==> src/rtl/ram_program_loader_if.sv <==
// Word stream into the program loader and the write-side RAM bus out of it.
// master = loader side, slave = stream source / RAM side.
interface ram_program_loader_if #(
    parameter int ADDR_WIDTH = 14,
    parameter int DATA_WIDTH = 16
);
    logic [DATA_WIDTH-1:0] in_data;
    logic                  in_valid;
    logic                  in_ready;
    logic [ADDR_WIDTH-1:0] ram_addr;
    logic [DATA_WIDTH-1:0] ram_wdata;
    logic                  ram_cs;
    logic                  ram_we;
    logic                  ram_oe;

    modport master (
        input  in_data, in_valid,
        output in_ready, ram_addr, ram_wdata, ram_cs, ram_we, ram_oe
    );

    modport slave (
        output in_data, in_valid,
        input  in_ready, ram_addr, ram_wdata, ram_cs, ram_we, ram_oe
    );
endinterface

==> src/rtl/ram_program_loader.sv <==
// Boot loader: takes a framed program image off a valid/ready stream, writes it
// into program RAM, verifies an additive checksum and reports the start PC.
//
//   state      | meaning
//   -----------+-----------------------------------------------------------
//   S_IDLE     | waiting for load_start after reset
//   S_HDR_ADDR | expecting W0, the image base address
//   S_HDR_LEN  | expecting W1, the data word count N
//   S_DATA     | writing data words, remaining count in rem_cnt
//   S_CSUM     | expecting the checksum word
//   S_DONE     | image loaded and checksum good; pc_start valid
//   S_ERR      | checksum mismatch; image contents untrusted
module ram_program_loader #(
    parameter int ADDR_WIDTH = 14,
    parameter int DATA_WIDTH = 16
) (
    input  logic                   clk,
    input  logic                   rst_n,
    input  logic                   load_start,
    ram_program_loader_if.master   bus,
    output logic                   busy,
    output logic                   done,
    output logic                   error,
    output logic [ADDR_WIDTH-1:0]  pc_start,
    output logic [DATA_WIDTH-1:0]  words_loaded
);

    typedef enum logic [2:0] {
        S_IDLE,
        S_HDR_ADDR,
        S_HDR_LEN,
        S_DATA,
        S_CSUM,
        S_DONE,
        S_ERR
    } state_t;

    localparam logic [ADDR_WIDTH-1:0] ONE_A = ADDR_WIDTH'(1);
    localparam logic [DATA_WIDTH-1:0] ONE_D = DATA_WIDTH'(1);

    state_t                state;
    logic [ADDR_WIDTH-1:0] wr_ptr;
    logic [DATA_WIDTH-1:0] rem_cnt;
    logic [DATA_WIDTH-1:0] checksum;
    logic                  xfer;

    assign xfer = bus.in_valid && bus.in_ready;

    always_ff @(posedge clk or negedge rst_n) begin
        if (!rst_n) begin
            state         <= S_IDLE;
            wr_ptr        <= '0;
            rem_cnt       <= '0;
            checksum      <= '0;
            bus.in_ready  <= 1'b0;
            bus.ram_addr  <= '0;
            bus.ram_wdata <= '0;
            bus.ram_cs    <= 1'b0;
            bus.ram_we    <= 1'b0;
            bus.ram_oe    <= 1'b1;
            busy          <= 1'b0;
            done          <= 1'b0;
            error         <= 1'b0;
            pc_start      <= '0;
            words_loaded  <= '0;
        end else begin
            // Write strobe lives for exactly the cycle after each data transfer.
            bus.ram_cs <= 1'b0;
            bus.ram_we <= 1'b0;
            bus.ram_oe <= 1'b1;

            case (state)
                S_IDLE, S_DONE, S_ERR: begin
                    if (load_start) begin
                        state        <= S_HDR_ADDR;
                        done         <= 1'b0;
                        error        <= 1'b0;
                        words_loaded <= '0;
                        checksum     <= '0;
                        bus.in_ready <= 1'b1;
                        busy         <= 1'b1;
                    end
                end

                S_HDR_ADDR: begin
                    if (xfer) begin
                        pc_start <= bus.in_data[ADDR_WIDTH-1:0];
                        wr_ptr   <= bus.in_data[ADDR_WIDTH-1:0];
                        state    <= S_HDR_LEN;
                    end
                end

                S_HDR_LEN: begin
                    if (xfer) begin
                        rem_cnt <= bus.in_data;
                        state   <= (bus.in_data != '0) ? S_DATA : S_CSUM;
                    end
                end

                S_DATA: begin
                    if (xfer) begin
                        bus.ram_addr  <= wr_ptr;
                        bus.ram_wdata <= bus.in_data;
                        bus.ram_cs    <= 1'b1;
                        bus.ram_we    <= 1'b1;
                        bus.ram_oe    <= 1'b0;
                        wr_ptr        <= wr_ptr + ONE_A;
                        rem_cnt       <= rem_cnt - ONE_D;
                        checksum      <= checksum + bus.in_data;
                        words_loaded  <= words_loaded + ONE_D;
                        if (rem_cnt == ONE_D) begin
                            state <= S_CSUM;
                        end
                    end
                end

                S_CSUM: begin
                    if (xfer) begin
                        bus.in_ready <= 1'b0;
                        busy         <= 1'b0;
                        if (bus.in_data == checksum) begin
                            done  <= 1'b1;
                            state <= S_DONE;
                        end else begin
                            error <= 1'b1;
                            state <= S_ERR;
                        end
                    end
                end

                default: begin
                    state        <= S_IDLE;
                    bus.in_ready <= 1'b0;
                    busy         <= 1'b0;
                end
            endcase
        end
    end

endmodule

==> src/flat_wrapper.sv <==
// flat-port wrapper written by rule: the top's interface ports become plain ports
module ram_program_loader_flat 
#(
    parameter int ADDR_WIDTH = 14,
    parameter int DATA_WIDTH = 16
)
  (clk, rst_n, load_start, busy, done, error, pc_start, words_loaded, bus_in_data, bus_in_valid, bus_in_ready, bus_ram_addr, bus_ram_wdata, bus_ram_cs, bus_ram_we, bus_ram_oe);
  ram_program_loader_if #(.ADDR_WIDTH(ADDR_WIDTH), .DATA_WIDTH(DATA_WIDTH)) bus_i ();
  input  logic clk;
  input  logic rst_n;
  input  logic load_start;
  output logic busy;
  output logic done;
  output logic error;
  output logic [ADDR_WIDTH-1:0] pc_start;
  output logic [DATA_WIDTH-1:0] words_loaded;
  input wire logic [$bits(bus_i.in_data)-1:0] bus_in_data;
  input wire logic [$bits(bus_i.in_valid)-1:0] bus_in_valid;
  output wire logic [$bits(bus_i.in_ready)-1:0] bus_in_ready;
  output wire logic [$bits(bus_i.ram_addr)-1:0] bus_ram_addr;
  output wire logic [$bits(bus_i.ram_wdata)-1:0] bus_ram_wdata;
  output wire logic [$bits(bus_i.ram_cs)-1:0] bus_ram_cs;
  output wire logic [$bits(bus_i.ram_we)-1:0] bus_ram_we;
  output wire logic [$bits(bus_i.ram_oe)-1:0] bus_ram_oe;
  assign bus_i.in_data = bus_in_data;
  assign bus_i.in_valid = bus_in_valid;
  assign bus_in_ready = bus_i.in_ready;
  assign bus_ram_addr = bus_i.ram_addr;
  assign bus_ram_wdata = bus_i.ram_wdata;
  assign bus_ram_cs = bus_i.ram_cs;
  assign bus_ram_we = bus_i.ram_we;
  assign bus_ram_oe = bus_i.ram_oe;
  ram_program_loader #(.ADDR_WIDTH(ADDR_WIDTH), .DATA_WIDTH(DATA_WIDTH)) u_core (.clk(clk), .rst_n(rst_n), .load_start(load_start), .bus(bus_i), .busy(busy), .done(done), .error(error), .pc_start(pc_start), .words_loaded(words_loaded));
endmodule
==> config.mk <==
export PLATFORM = sky130hd
export DESIGN_NAME = ram_program_loader_flat
export DESIGN_NICKNAME = d
export VERILOG_FILES = /design/src/rtl/ram_program_loader_if.sv /design/src/rtl/ram_program_loader.sv /design/src/flat_wrapper.sv
export SDC_FILE = /design/constraint.sdc
export NUM_CORES = 1
export LEC_CHECK = 0
export ABC_CLOCK_PERIOD_IN_PS = 3100
export CAP_MARGIN = 20
export CORE_AREA = 5 5 112 114
export DETAILED_ROUTE_END_ITERATION = 12
export DIE_AREA = 0 0 117 119
export GPL_TIMING_DRIVEN = 0
export HOLD_SLACK_MARGIN = 0.06
export PLACE_DENSITY = 0.79
export SLEW_MARGIN = 30
export SYNTH_ARGS = -nofsm -noshare
export SYNTH_HDL_FRONTEND = slang
export SYNTH_SLANG_ARGS = --single-unit
export TNS_END_PERCENT = 1
==> constraint.sdc <==
create_clock -name clk -period 3.1 [get_ports clk]
set_input_delay 0.465 -clock clk [delete_from_list [all_inputs] [get_ports clk]]
set_output_delay 0.465 -clock clk [all_outputs]
set_load 0.02 [all_outputs]
==> reports/metrics.cfg, run 1 <==
[run_status]
outcome=complete, no violations

[global_routing]
grt_use_met2=0.419
grt_pass1_wl_um=29000
grt_pass1_vias=5654
met3_usage=0.0548
grt_max_degree=76
top_usage_layer=met2
grt_overflow=0
antenna_found_initial=0
track_usage=0.266
grt_use_met1=0.362

[logic_synthesis]
seq_area_frac_synth=0.468
synthCells=698
async_flop_share=1.00
synth_warnings=0
syn_area_per_cell_um2=8.73
synth_edf_count=0
syn-cell-area_mm2=0.00609
syn-num-nets=738
synth_cell_types=61
synth_ff_type=dfrtp_1
ys_ff_latch=114

[die]
pin_count=87
core_area_mm2=0.0113
die_w_um=117
rows=39
initial_core_util=0.538
die_h_um=119
die-area_mm2=0.0139

[clocking]
clkLatencyLatePin_ps=420
cts_setup_buffers=0
clkSinkCount=114
clockRootBuffer=clkbuf_16
cts_tree=yes
clk_pin_slew_ps=60
cts_buffers=17
clk_path_buf_depth=2
htree_levels=4

[sta]
postLayoutSetupSlackWorst_ps=90.5
worst_pin_slew_ps=728
skew_ps=10.6
setup_viol_count_final=0
maxSlewViolCount=0
slew_headroom=0.510
fin_hold_ws_ps=472
fmax_mhz=332
hold_viol_final=0
grt_setup_unrepaired=false
period_minus_slack_ps=3010
fin_crit_sh=0.971

[detailed_routing]
drt_iter0_drc=560
ant_nets=0
firstDrtPassIters=8
vias=5801
viasPerCell=6.04
drc=0
wirelength_um=17900
wire_per_inst_um=18.7

[worst_setup_path]
cp_max_fo=5
r2r-end=u_core.bus.ram_addr[4]$_DFFE_PN0P_
start_kind=primary input
arrival_ps=3360
reg2reg_depth=9
reg2reg_from=u_core.state[1]$_DFFE_PN0P_
end_kind=register
crit_required_ps=3450
reg2reg_slack_ps=280
path_class=in2reg

[pwr]
p_leak_nw=3.42
peakVddDrop_mv=0.491
powerDensity_mw_per_mm2=1030

[hold_path]
min_path_type=reg2reg
min-delay-start=u_core.bus.ram_addr[12]$_DFFE_PN0P_
hold-path-cell-count=2
min_to=u_core.bus.ram_addr[12]$_DFFE_PN0P_

[placement]
gp_congestion=0.932
pre_cts_slack_ps=-300
io_buffers=85
dp_hpwl_um=12500

[finish]
diodes=0
final_cell_mix=nand2_1 (150), dfrtp_1 (113), clkdlybuf4s50_1 (84)
final_layout_size_suffix_gt1_frac=0.0698
area_growth_pct=27.2
final_core_util=0.684
final_net_count=844
final_common_cell=nand2_1

[run]
maxCapViolCount=0

==> what timing repair did <==
item / in CTS / in global routing
gates resized for setup: 0 / 2
hold buffers: 1 / 0
setup endpoints to repair: 0 / 1
hold endpoints to repair: 39 / 0
==> state kept, by name, indices dropped and copies added (netlist names), 3 cells and up <==
name and cells:
u_core.bus.ram_addr 14, u_core.state 3, u_core.checksum 16, u_core.pc_start 14
u_core.words_loaded 16, u_core.rem_cnt 16, u_core.wr_ptr 14, u_core.bus.ram_wdata 16
==> cell families after synthesis <==
kind of cell               after synthesis  synth area share
buffers and inverters                   50            0.0329
AOI/OAI and AO/OA                      179             0.182
xor gates and xnor gates                15            0.0216
adders and majority gates               20            0.0423
DFF                                    114             0.468
and+or+nand+nor                        304             0.223
muxes                                   16            0.0292
==> where the power goes <==
part	total, mW	leakage, nW	switching (mW)	internal, mW
clock network	1.88	0.287	0.656	1.22
logic	3.56	1.71	2.09	1.47
registers	2.55	1.42	0.466	2.08
==> cells in the mapped netlist (9+ instances only) <==
| cell type | number | share of area |
|---|---|---|
| nor4_1 | 11 | 0.011 |
| nand4_1 | 10 | 0.010 |
| nand2_1 | 150 | 0.092 |
| mux2_2 | 14 | 0.026 |
| ha_1 | 19 | 0.039 |
| clkbuf_1 | 30 | 0.018 |
| xor2_1 | 9 | 0.013 |
| dfrtp_1 | 113 | 0.46 |
| nor2_1 | 65 | 0.040 |
| nand3_1 | 26 | 0.021 |
| inv_1 | 10 | 0.0062 |
| o21ai_0 | 58 | 0.048 |
| a21oi_1 | 47 | 0.039 |
==> area by class of cell <==
cell class                      count  area (um^2)
Buffer                             40          163
Clock inverter                      5         50.0
Multi-Input combinational cell    534         3050
Tap cell                          143          179
Sequential cell                   114         2850
Inverter                           10         37.5
Fill cell                         908         3570
Timing Repair Buffer               87          893
Clock buffer                       27          523
==> critical path, stage by stage <==
cell and delay (ps):
clkdlybuf4s50_1 660, ha_1 270, inv_1 70, fa_1 410
nor2b_1 240, o31ai_1 170, a22oi_2 260, a31oi_2 200
or4_1 520, nand3_1 90
==> per-stage QoR <==
stage | setup TNS [ps] | power, mW | std cells | cell area [um^2]
after floorplan | 0 | 4.70 | 698 | 6090
after detailed placement | -744 | 6.05 | 927 | 7150
final | 0 | 7.99 | 960 | 7750
after global routing | 0 | 8.51 | 960 | 7750
after CTS | 0 | 7.96 | 960 | 7740
after global placement | -323590 | 5.91 | 926 | 7120
==> worst max-delay path by stage <==
stage | startpoint | endpoint | slack, ps | depth (start not counted)
finish | bus_in_data[0] | u_core.checksum[12]$_DFFE_PN0P_ | 90 | 10
global route | bus_in_data[0] | u_core.checksum[12]$_DFFE_PN0P_ | 20 | 10
CTS | bus_in_data[0] | u_core.checksum[12]$_DFFE_PN0P_ | 60 | 10
detailed placement | bus_in_data[0] | u_core.checksum[12]$_DFFE_PN0P_ | -300 | 10
global placement | rst_n | u_core.checksum[8]$_DFFE_PN0P_ | -2850 | 1
floorplan | bus_in_data[0] | u_core.checksum[12]$_DFFE_PN0P_ | 750 | 9
==> per-layer routing <==
layer / wire, um / share of wire / vias up
met5: 0 / 0 / -
met4: 413 / 0.023 / 0
met3: 1370 / 0.076 / 37
met2: 8550 / 0.48 / 271
met1: 7590 / 0.42 / 2799
li1: - / - / 2694
(Power assumes the default switching activity.)
==> inputs of run 2 (changes only) <==
--- a/config.mk
+++ b/config.mk
@@ -5,14 +5,16 @@
 export SDC_FILE = /design/constraint.sdc
 export NUM_CORES = 1
 export LEC_CHECK = 0
+export ABC_AREA = 1
 export ABC_CLOCK_PERIOD_IN_PS = 3100
 export CAP_MARGIN = 20
-export CORE_AREA = 5 5 112 114
+export CORE_AREA = 5 5 115 117
 export DETAILED_ROUTE_END_ITERATION = 12
-export DIE_AREA = 0 0 117 119
+export DIE_AREA = 0 0 120 122
 export GPL_TIMING_DRIVEN = 0
 export HOLD_SLACK_MARGIN = 0.06
-export PLACE_DENSITY = 0.79
+export PLACE_DENSITY = 0.8
+export SETUP_SLACK_MARGIN = 0.02
 export SLEW_MARGIN = 30
 export SYNTH_ARGS = -nofsm -noshare
 export SYNTH_HDL_FRONTEND = slang
==> reports/metrics.cfg, run 2 <==
[logic_synthesis]
synth_cell_types=40
syn-cell-area_mm2=0.00663
synth_warnings=0
syn_area_per_cell_um2=7.15
syn-num-nets=967
yosys.area.top_type=dfrtp_1
synth_common_cells=nand2_1 (317), dfrtp_1 (113), inv_1 (112)
synth.top_cell.area_share=0.427
synth.most_common_cell=nand2_1
ys_ff_latch=114
synth_edf_count=0
seq_area_frac_synth=0.431
synth.top_cells.by_area=dfrtp_1 (43%), nand2_1 (18%), inv_1 (6.3%)
synthCells=927
synth_ff_type=dfrtp_1
async_flop_share=1.00

[placement]
place_area_mm2=0.00771
gp_congestion=0.939
io_buffers=86
dp_hpwl_um=13400

[finish]
final_layout_size_suffix_gt1_frac=0.0707
final_cell_area_mm2=0.00831
final_net_count=1074
diodes=0
area_growth_pct=25.4
final_core_util=0.678
final_common_cell=nand2_1
final_cell_mix=nand2_1 (317), dfrtp_1 (113), inv_1 (112)

[die]
die-area_mm2=0.0146
core_area_mm2=0.0123
pin_count=87
die_h_um=122
rows=41
die_w_um=120
initial_core_util=0.541

[worst_setup_path]
crit_path_top_delay_cell=clkdlybuf4s50_1
end_kind=register
start_kind=primary input
crit_required_ps=3420
path_class=in2reg
path_buf_inv=3
arrival_ps=2460
slowest_delay_ps=570
path_common_cell=nand3_1
cp_max_fo=5
path_cells=clkdlybuf4s50_1 -> ha_1 -> inv_1 -> fa_1 -> inv_1 -> nand3_1 -> nand3_1 -> nand3_1 -> nand3_1 -> nand2_1 -> nand3_1 -> nand2_1
crit_family=buffers and inverters

[sta]
skew_ps=8.07
grt_setup_unrepaired=false
setup_viol_count_final=0
setup-tns-final_ps=0
maxSlewViolCount=0
worst_pin_slew_ps=621
fmax_mhz=468
fin_hold_ws_ps=472
slew_headroom=0.586
fin_crit_sh=0.689
hold_viol_final=0
period_minus_slack_ps=2140

[clocking]
clk_path_buf_depth=2
clk_pin_slew_ps=60
cts_buffers=17
clkLatencyLatePin_ps=430
clockRootBuffer=clkbuf_16
htree_levels=4
cts_tree=yes
clkSinkCount=114

[global_routing]
antenna_found_initial=0
grt_max_degree=78
track_usage=0.262
grt_overflow=0
grt_pass1_vias=6166
grt_pass1_wl_um=30100

[detailed_routing]
firstDrtPassIters=5
drc=0
drt_iter0_drc=653
vias=6427
viasPerCell=5.37
wirelength_um=18300
ant_nets=0
wire_per_inst_um=15.3

[run]
maxCapViolCount=0

[pwr]
p_seq_frac=0.312
intPower_mw=4.70
clockPowerShare=0.245
powerDensity_mw_per_mm2=959
power_frac_comb=0.443
p_leak_nw=4.19
peakVddDrop_mv=0.411
swShare=0.410
p_sw_mw=3.27

[hold_path]
min_path_type=reg2reg

[run_status]
outcome=complete, no violations

## run 2: worst paths after layout
kind                                                     start                                  end  slack [ps]  cells past startpoint
worst max register to register  u_core.checksum[0]$_DFFE_PN0P_      u_core.checksum[12]$_DFFE_PN0P_        1240                     11
worst max-delay path                            bus_in_data[0]      u_core.checksum[12]$_DFFE_PN0P_         960                     12
worst min-delay path                   u_core.done$_DFFE_PN0P_              u_core.done$_DFFE_PN0P_         470                      2
worst min register to register         u_core.done$_DFFE_PN0P_              u_core.done$_DFFE_PN0P_         470                      2
max in group asynchronous                                rst_n          u_core.bus.ram_oe$_DFF_PN1_        1890                      3
min in group asynchronous                                rst_n  u_core.bus.ram_wdata[9]$_DFFE_PN0P_         510                      2
## run 2: logic make-up after synthesis
logic type                 count (synthesis)  share of synthesized area
adders and majority gates                 20                     0.0389
and+or+nand+nor                          497                      0.311
AOI/OAI and AO/OA                        144                      0.117
xor gates and xnor gates                   8                     0.0106
buffers and inverters                    144                     0.0923
DFF                                      114                      0.431
## run 2: layout make-up
cell class / count / area (um^2)
Timing Repair Buffer: 88 / 903
Inverter: 117 / 439
Sequential cell: 114 / 2850
Multi-Input combinational cell: 669 / 3160
Buffer: 27 / 173
Tap cell: 150 / 188
Clock buffer: 22 / 484
Clock inverter: 10 / 106
Fill cell: 1070 / 3950
## run 2: worst register-to-register path: stages, from the launching register on
cell and delay (ps):
dfrtp_1 360, ha_1 210, inv_1 70, fa_1 350, inv_1 150, nand3_1 110, nand3_1 120, nand3_1 110
nand3_1 90, nand2_1 50, nand3_1 70, nand2_1 60
## run 2: through the flow
stage               power [mW]  worst slack [ps]  cells
finish                    7.97               963   1197
global route              8.54               833   1197
CTS                       7.96               980   1197
detailed placement        5.99               547   1164
global placement          5.92             -2900   1163
floorplan                 4.72              1390    927
## run 2: metal layers
layer / vias up / share of wire / GRT usage
li1: 3163 / - / -
met1: 2988 / 0.43 / 0.335
met2: 235 / 0.48 / 0.427
met3: 41 / 0.072 / 0.0687
met4: 0 / 0.025 / 0.102
met5: - / 0 / 0
## run 2: power by group through the flow
| stage | Sequential, mW | Clock [mW] | Combinational [mW] |
|---|---|---|---|
| finish | 2.49 | 1.95 | 3.53 |
| global route | 2.56 | 2.04 | 3.94 |
| CTS | 2.48 | 1.96 | 3.53 |
| detailed placement | 2.50 | 0 | 3.49 |
| global placement | 2.48 | 0 | 3.43 |
| floorplan | 2.77 | 0 | 1.95 |
## run 2: repair_timing
action,CTS,global route
hold endpoints to repair,37,0
hold buffers,1,0
buffers inserted,0,0
resized for setup,0,0
